File: config.mk
export PLATFORM = sky130hd
export DESIGN_NAME = gate_deadtime
export DESIGN_NICKNAME = d
export VERILOG_FILES = /design/src/rtl/gate_deadtime.sv
export SDC_FILE = /design/constraint.sdc
export NUM_CORES = 1
export LEC_CHECK = 0
export BUFFER_PORTS_ARGS = -buffer_cell sky130_fd_sc_hd__buf_2
export CAP_MARGIN = 20
export CORE_AREA = 5 5 106 108
export DETAILED_ROUTE_END_ITERATION = 10
export DIE_AREA = 0 0 111 113
export PLACE_DENSITY = 0.53
export SLEW_MARGIN = 15
export SYNTH_ARGS = -nofsm -noshare
export SYNTH_HDL_FRONTEND = slang
export SYNTH_SLANG_ARGS = --single-unit
export TNS_END_PERCENT = 1
File: constraint.sdc
create_clock -name clk -period 2.5 [get_ports clk]
set_clock_uncertainty 0.15 [all_clocks]
set_input_delay 0.25 -clock clk [delete_from_list [all_inputs] [get_ports clk]]
set_output_delay 0.25 -clock clk [all_outputs]
set_load 0.02 [all_outputs]
File: src/rtl/gate_deadtime.sv
// gate_deadtime: complementary gate generation with programmable dead time
// for two half-bridges (primary and secondary, two legs each).
//
// Ports:
//   clk     system clock, all logic on the rising edge
//   rst     synchronous active-high reset
//   en      converter enable; low forces every gate off and clears err
//   cmd_p   primary leg commands, bit k = 1 requests leg k high side on
//   cmd_s   secondary leg commands, same encoding
//   dt_cfg  dead time in cycles, captured only while en = 0 (0 loads as 1)
//   gp      primary gates, gp[2k] = leg k high side, gp[2k+1] = leg k low side
//   gs      secondary gates, same mapping
//   err     sticky flag: a command changed while its leg was in dead time
module gate_deadtime #(
  parameter int unsigned DT_W   = 8,
  parameter int unsigned DT_DEF = 10
) (
  input  logic            clk,
  input  logic            rst,
  input  logic            en,
  input  logic [1:0]      cmd_p,
  input  logic [1:0]      cmd_s,
  input  logic [DT_W-1:0] dt_cfg,
  output logic [3:0]      gp,
  output logic [3:0]      gs,
  output logic            err
);

  localparam int unsigned NLEG = 4;

  typedef enum logic [1:0] {
    ST_IDLE = 2'd0,
    ST_DEAD = 2'd1,
    ST_HIGH = 2'd2,
    ST_LOW  = 2'd3
  } state_t;

  // Legs 0/1 are the primary bridge, legs 2/3 the secondary bridge.
  logic [NLEG-1:0] cmd;
  assign cmd = {cmd_s, cmd_p};

  logic [DT_W-1:0] dt_r;
  logic [DT_W-1:0] dt_m1;
  assign dt_m1 = dt_r - DT_W'(1);

  state_t          state_q [NLEG];
  state_t          state_d [NLEG];
  logic [DT_W-1:0] cnt_q   [NLEG];
  logic [DT_W-1:0] cnt_d   [NLEG];
  logic [NLEG-1:0] tgt_q;
  logic [NLEG-1:0] tgt_d;
  logic [NLEG-1:0] retrig;
  logic [2*NLEG-1:0] gate_q;
  logic [2*NLEG-1:0] gate_d;

  // Dead-time register; only reloaded while the converter is disabled so a
  // running leg never sees its dead time change mid-flight.
  always_ff @(posedge clk) begin
    if (rst) begin
      dt_r <= DT_W'(DT_DEF);
    end else if (!en) begin
      dt_r <= (dt_cfg == '0) ? DT_W'(1) : dt_cfg;
    end
  end

  // State register for all four legs.
  always_ff @(posedge clk) begin
    if (rst) begin
      for (int i = 0; i < NLEG; i++) begin
        state_q[i] <= ST_IDLE;
        cnt_q[i]   <= '0;
      end
      tgt_q <= '0;
    end else begin
      for (int i = 0; i < NLEG; i++) begin
        state_q[i] <= state_d[i];
        cnt_q[i]   <= cnt_d[i];
      end
      tgt_q <= tgt_d;
    end
  end

  // Next-state logic. The counter is loaded with dt_r-1 on entry to DEAD so
  // that the opposite gate rises exactly dt_r edges after the command edge.
  always_comb begin
    for (int i = 0; i < NLEG; i++) begin
      state_d[i] = state_q[i];
      cnt_d[i]   = cnt_q[i];
    end
    tgt_d  = tgt_q;
    retrig = '0;

    for (int i = 0; i < NLEG; i++) begin
      if (!en) begin
        state_d[i] = ST_IDLE;
      end else begin
        case (state_q[i])
          ST_IDLE: begin
            state_d[i] = ST_DEAD;
            tgt_d[i]   = cmd[i];
            cnt_d[i]   = dt_m1;
          end
          ST_DEAD: begin
            if (cmd[i] != tgt_q[i]) begin
              // Pulse shorter than the dead time: restart and flag it.
              tgt_d[i]  = cmd[i];
              cnt_d[i]  = dt_m1;
              retrig[i] = 1'b1;
            end else if (cnt_q[i] == '0) begin
              state_d[i] = tgt_q[i] ? ST_HIGH : ST_LOW;
            end else begin
              cnt_d[i] = cnt_q[i] - DT_W'(1);
            end
          end
          ST_HIGH: begin
            if (!cmd[i]) begin
              state_d[i] = ST_DEAD;
              tgt_d[i]   = 1'b0;
              cnt_d[i]   = dt_m1;
            end
          end
          ST_LOW: begin
            if (cmd[i]) begin
              state_d[i] = ST_DEAD;
              tgt_d[i]   = 1'b1;
              cnt_d[i]   = dt_m1;
            end
          end
          default: begin
            state_d[i] = ST_IDLE;
          end
        endcase
      end
    end
  end

  // Output decode from the next state, so the gate registers change on the
  // same edge as the state and turn-off takes effect on the command edge.
  always_comb begin
    gate_d = '0;
    for (int i = 0; i < NLEG; i++) begin
      gate_d[2*i]   = (state_d[i] == ST_HIGH);
      gate_d[2*i+1] = (state_d[i] == ST_LOW);
    end
  end

  // Registered gate outputs.
  always_ff @(posedge clk) begin
    if (rst) begin
      gate_q <= '0;
    end else begin
      gate_q <= gate_d;
    end
  end

  // Sticky short-pulse flag, cleared whenever the converter is disabled.
  always_ff @(posedge clk) begin
    if (rst) begin
      err <= 1'b0;
    end else if (!en) begin
      err <= 1'b0;
    end else if (|retrig) begin
      err <= 1'b1;
    end
  end

  assign gp = gate_q[3:0];
  assign gs = gate_q[7:4];

endmodule

==> results of run 1 <==
==> what timing repair did <==
action                                 CTS  global route
buffers inserted                         0             0
endpoints found under the hold margin    3             0
setup endpoints to repair                0             0
hold buffers                             3             0
==> Yosys cell counts (4+ instances only) <==
cell type	n	area [um2]
nand2b_1	8	50.1
inv_1	18	67.6
nor4_1	10	62.6
a21o_1	5	37.5
mux2i_1	14	140
and2_1	7	43.8
o21ai_0	24	120
nand3_1	9	45.0
a31oi_1	10	62.6
nor3b_1	4	30.0
nand3b_1	6	45.0
ha_1	5	62.6
clkbuf_1	16	60.1
nor3_1	17	85.1
o21ai_1	6	30.0
xor2_1	9	78.8
dfxtp_1	61	1220
nor2b_1	5	31.3
nor2_1	37	139
a21oi_1	36	180
o211ai_1	5	37.5
nand2_1	44	165
xnor2_1	7	61.3
nand4_1	4	25.0
a32o_1	8	80.1
or3_1	6	37.5
==> cell families after synthesis <==
| group | Yosys count |
|---|---|
| AND/OR/NAND/NOR | 176 |
| AO/OA/AOI/OAI | 118 |
| flip-flops | 61 |
| buffers and inverters | 40 |
| XOR/XNOR | 17 |
| multiplexers | 14 |
| adder cells (fa/ha/maj) | 5 |
==> state kept, by name (all words and copies together) (netlist names) <==
signal	cells
tgt_q	4
err	1
gate_q	8
state_q	8
cnt_q	32
dt_r	8
==> path summary, 6_finish.rpt <==
path | from | end | slack [ns] | cells after the start
max | cnt_q[3][0] | cnt_q[3][7] | 0.19 | 7
min | dt_cfg[3] | dt_r[3] | 0.03 | 3
min reg2reg | cnt_q[1][3] | cnt_q[1][3] | 0.35 | 2
max reg2reg | cnt_q[3][0] | cnt_q[3][7] | 0.19 | 7
==> power by group through the flow <==
stage | Sequential, W | Combinational [W] | Clock (W)
floorplan | 0.00110 | 0.000386 | 0
global placement | 0.00112 | 0.000510 | 0
detailed placement | 0.00112 | 0.000513 | 0
CTS | 0.00110 | 0.000519 | 0.00107
global route | 0.00111 | 0.000582 | 0.00111
finish | 0.00110 | 0.000521 | 0.00103
==> stage by stage <==
| stage | cell area [um2] | utilization | power [W] |
|---|---|---|---|
| final | 3990 | 0.394 | 0.00266 |
| after global placement | 3730 | 0.368 | 0.00163 |
| after floorplan | 3460 | - | 0.00149 |
| after CTS | 3990 | 0.394 | 0.00269 |
| after global routing | 3990 | 0.394 | 0.00280 |
| after detailed placement | 3730 | 0.368 | 0.00163 |
==> layer usage <==
layer,wire length (um),global-route usage,vias to the layer above
met3,450,0.0310,8
met2,4200,0.242,72
met5,0,0,-
li1,-,-,1612
met1,4480,0.198,1545
met4,110,0.0501,0
==> layout make-up <==
cell class                      count  area share
Clock buffer                       11      0.0379
Tap cell                          136      0.0426
Timing Repair Buffer               37      0.0571
Inverter                           18      0.0169
Multi-Input combinational cell    330       0.519
Sequential cell                    61       0.306
Clock inverter                      5      0.0207
==> critical path: stages, from the launching register on <==
cell and delay [ns]:
dfxtp_1 0.35, inv_1 0.07, ha_1 0.19, or4b_4 0.52, nor4_4 0.27, or2_1 0.36, a21oi_1 0.08, a32o_1 0.21
==> results.md, run 1 <==
- Vias in the first global route: 3026
- Predominant post-synthesis flop cell: dfxtp_1
- Setup Viol. Count Final: 0
- Clock root cell: clkbuf_8
- Switching power: roughly 0.00080 W
- Synth warn: 0
- Non-filler cells, final: approximately 600
- Setup TNS: 0 ns
- FP Rows: 37
- Simple-Gate Fraction of Synth Area: 0.276
- FF/Latch Area: 1220 um2
- I/O Buffers: 23
- Post-Place Cells: 579
- Clk Latency, worst-skew pair: 0.34 ns
- Critical Path End Type: register
- CP required: 2.58 ns
- Die X: 111 um
- Largest net degree at the start of global routing: 25
- Drt drc: 0
- Post-cts repair resize count: 0
- Pwr Density: roughly 670 nW/um2
- Compound-Gate Fraction of Synth Area: 0.218
- Layout cells sized above 1: 0.139
- WL final: 9240 um
- # Max-Cap Violations: 0
- H-tree levels: 3
- Synth-to-layout area growth: 15.4%
- Via count: 3237
- Max-slew violation count: 0
- Core Box Area: 10100 um2
- Post-Place Worst Slack: 0.207 ns
- Async SR Flop Fraction: 0
- Synth Register Bits: 61
- Worst Max-Slew Pin Slew: 0.644 ns
- Logic pwr share: 0.196
- Status: completed
- Syn Inst Count: between 400 and 500
- Multi-input logic area: 2070 um2
- Max IR drop VDD: 382 uV
- Worst-path fanout max: 9
- Worst Path Arrival: 2.39 ns
- LEAKAGE: 1.53 nW
- CTS buffer count: 9
- First-pass GRT wire length: 15300 um
- WL/cell: 15.4 um
- Largest family of logic cells by synthesized area: simple AND/OR/NAND/NOR gates
- Via-to-Cell Ratio: 5.41
- Mux cell area share after synthesis: 0.0405
- Slew margin rel.: 0.567
- Seq/Total Area, Yosys: 0.353
- Netlist cell types: roughly 60
- I/O pin count: 24
- Area share of fa/ha/maj cells after synthesis: 0.0181
- Most common cell after layout, fill and taps aside: dfxtp_1
- Final critical-path share of the clock period: 0.926
- Synth Cell Area: approximately 3500 um2
- Syn_nets: between 400 and 500
- Grt ovf: 0
- Worst-path clk slew: 0.08 ns
- Number of synthesized flops with an enable pin: 0
- Routed Antenna Nets: 0
- Startpoint types: register
- Routability cong.: 0.814
- N_diodes: 0
- Pint: between 0.0015 and 0.002 W
- Net Sw Frac: 0.300
- Total track usage: 0.149
- Die H: approximately 110 um
- Sequential power share: 0.414
- Maximum clock path buffer count: 2
- Hold Vio Cnt, Final: 0
- Final WS setup: 0.185 ns
- Critical setup path kind: reg -> reg
- # nets final: 477
- Post-Synth XOR/XNOR Area: 0.0452
- Hold WS: 0.0268 ns
- CTS sink count: 61
- Clk pwr share: 0.389
- Initial Util: 0.341
- FMAX: 0.432 GHz
- Initial antenna violation count: 0
- CTS tree: built
- Avg Cell Area, Syn: 8.03 um2
- Post-DP HPWL: about 6500 um
- Tmin final: around 2.3 ns
- DR pass1 iterations: 5
- Fillers: 1054
- Most frequent cells in the layout: dfxtp_1 (61), nand2_1 (44), nor2_1 (37)
- Initial DRC Count: 126
- Die area: 12500 um2
- Unrepaired setup endpoints after global routing: false
- Hold Crit Class: in -> reg
No activity file was read; power rests on OpenSTA's default activity.
==> inputs of run 2 (changes only) <==
HOLD_SLACK_MARGIN = 0.12   (was default)
==> run 2 against run 1 <==
Combinational power grew 1%. Routed wire length grew 0.28%. Die area is the same. Setup slack gained 0.0095 ns. Hold slack gained 0.11 ns. Utilization grew 0.69 points. Via count grew 0.15%. Critical path depth is the same. Non-clock buffer count grew 7. Total power grew 0.31%. Critical endpoint unchanged. Design area grew 1.8%.
==> results.md, run 2 (synthesis gave the netlist of run 1 again) <==
- Largest register FFs: 32 (unchanged)
- Reg with most FFs: cnt_q
- Maximum clock path buffer count: 2 (unchanged)
- Slew margin rel.: 0.576 (+0.00892)
- Non-filler cells, final: 605 (+1.2%)
- Vias in the first global route: 3068 (+1.4%)
- Worst hold start: rst
- Most common cell after layout, fill and taps aside: dfxtp_1
- Worst R2R Start: cnt_q[3][0]
- Hold Crit Class: in -> reg
- Hold_buf cts: 10 (+7)
- Post-Place Worst Slack: 0.207 ns (unchanged)
- FMAX: 0.434 GHz (+0.41%)
- First-pass GRT wire length: 15500 um (+1.4%)
- I/O Buffers: 23 (unchanged)
- Die X: 111 um (unchanged)
- CTS buffer count: 9 (unchanged)
- Via count: 3242 (+0.15%)
- Worst Max-Slew Pin Slew: 0.630 ns (-0.0133 ns)
- Grt ovf: 0 (unchanged)
- Pwr Density: 656 nW/um2 (-1.4%)
- Postcts setup bufs: 0 (unchanged)
- LEAKAGE: 1.56 nW (+1.9%)
- Unrepaired setup endpoints after global routing: false
- Top delay family on crit path: simple AND/OR/NAND/NOR gates
- # Max-Cap Violations: 0 (unchanged)
- CP Launch Point: cnt_q[3][0]
- Worst-path fanout max: 9 (unchanged)
- CTS tree: built
- Post-Place Cells: 579 (unchanged)
- Slowest stage delay, CP: 0.52 ns (about the same)
- Tmin final: 2.31 ns (-0.00947 ns)
- Setup Viol. Count Final: 0 (unchanged)
- Clock root cell: clkbuf_8
- Post-cts repair resize count: 0 (unchanged)
- Initial DRC Count: 130 (+3.2%)
- WL/cell: 15.3 um (-0.88%)
- CP required: 2.58 ns (about the same)
- Via-to-Cell Ratio: 5.36 (-1.0%)
- Hold WS: 0.136 ns (+0.110 ns)
- Worst-path clk slew: 0.08 ns (about the same)
- Routed Antenna Nets: 0 (unchanged)
- Die area: 12500 um2 (unchanged)
- Max IR drop VDD: 382 uV (about the same)
- H-tree levels: 3 (unchanged)
- CTS sink count: 61 (unchanged)
- Reg2reg setup slack: 0.19 ns (about the same)
- # nets final: 484 (+1.5%)
- Post-DP HPWL: 6480 um (unchanged)
- Final WS setup: 0.195 ns (+0.00947 ns)
- Worst Path Arrival: 2.38 ns (about the same)
- Synth-to-layout area growth: 17.4%
- Buf+Inv Stages, Crit Path: 1 (unchanged)
- Most frequent cells in the layout: dfxtp_1 (61), nand2_1 (44), nor2_1 (37)
- WL final: 9260 um (+0.28%)
- CP max stage cell: or4b_4
- Layout cells sized above 1: 0.136 (-0.00207)
- Critical setup path kind: reg -> reg
- Status: completed
- Setup TNS: 0 ns (unchanged)
- Die H: 113 um (unchanged)
- Clk Latency, worst-skew pair: 0.34 ns (about the same)
- Initial Util: 0.341 (unchanged)
- Routability cong.: 0.814 (unchanged)
- I/O pin count: 24 (unchanged)
- Crit-path cells: inv_1, ha_1, or4b_4, nor4_4, or2_1, a21oi_1, a32o_1
- Max-slew violation count: 0 (unchanged)
- Critical Path End Type: register
- Initial antenna violation count: 0 (unchanged)
- N_diodes: 0 (unchanged)
- Total track usage: 0.151 (+0.00180)
- Largest net degree at the start of global routing: 25 (unchanged)
- Drt drc: 0 (unchanged)
- Final critical-path share of the clock period: 0.922 (-0.00379)
- Hold Vio Cnt, Final: 0 (unchanged)
- Final Power: 0.00266 W (+0.31%)
- FP Rows: 37 (unchanged)
- Startpoint types: register
- DR pass1 iterations: 4 (-1)
- Core Box Area: 10100 um2 (unchanged)
run 2: through the flow:
stage               cell area [um2]  utilization
floorplan                      3460            -
finish                         4060        0.401
global placement               3730        0.368
CTS                            4060        0.401
global route                   4060        0.401
detailed placement             3730        0.368
run 2: worst reg2reg max path, cell delays in order, from the launching register on:
cell,delay [ns]
dfxtp_1,0.35
inv_1,0.07
ha_1,0.19
or4b_4,0.52
nor4_4,0.27
or2_1,0.35
a21oi_1,0.08
a32o_1,0.21
run 2: final timing paths:
check | end | cells past startpoint
max | cnt_q[3][7] | 7
min | tgt_q[0] | 2
max reg2reg | cnt_q[3][7] | 7
min reg2reg | cnt_q[1][3] | 2
run 2: cell type report:
class                      count  area, um2
sequential                    61       1220
multi-input combinational    330       2070
tap                          136        170
timing repair buffer          44        298
clock buffer                  11        151
fill                        1046       6080
clock inverter                 5       82.6
inverter                      18       67.6
run 2: metal layers:
| layer | share of wire | GRT usage | vias to the layer above |
|---|---|---|---|
| met2 | 0.46 | 0.247 | 60 |
| li1 | - | - | 1624 |
| met3 | 0.037 | 0.0305 | 8 |
| met4 | 0.012 | 0.0501 | 0 |
| met5 | 0 | 0 | - |
| met1 | 0.49 | 0.200 | 1550 |
run 2: power by group:
group          switching, W  internal, W  total, W  leakage [nW]
registers         0.0000706      0.00103   0.00110         0.500
clock network      0.000419     0.000616   0.00104         0.108
logic              0.000307     0.000221  0.000528         0.949
total              0.000797      0.00187   0.00266          1.56
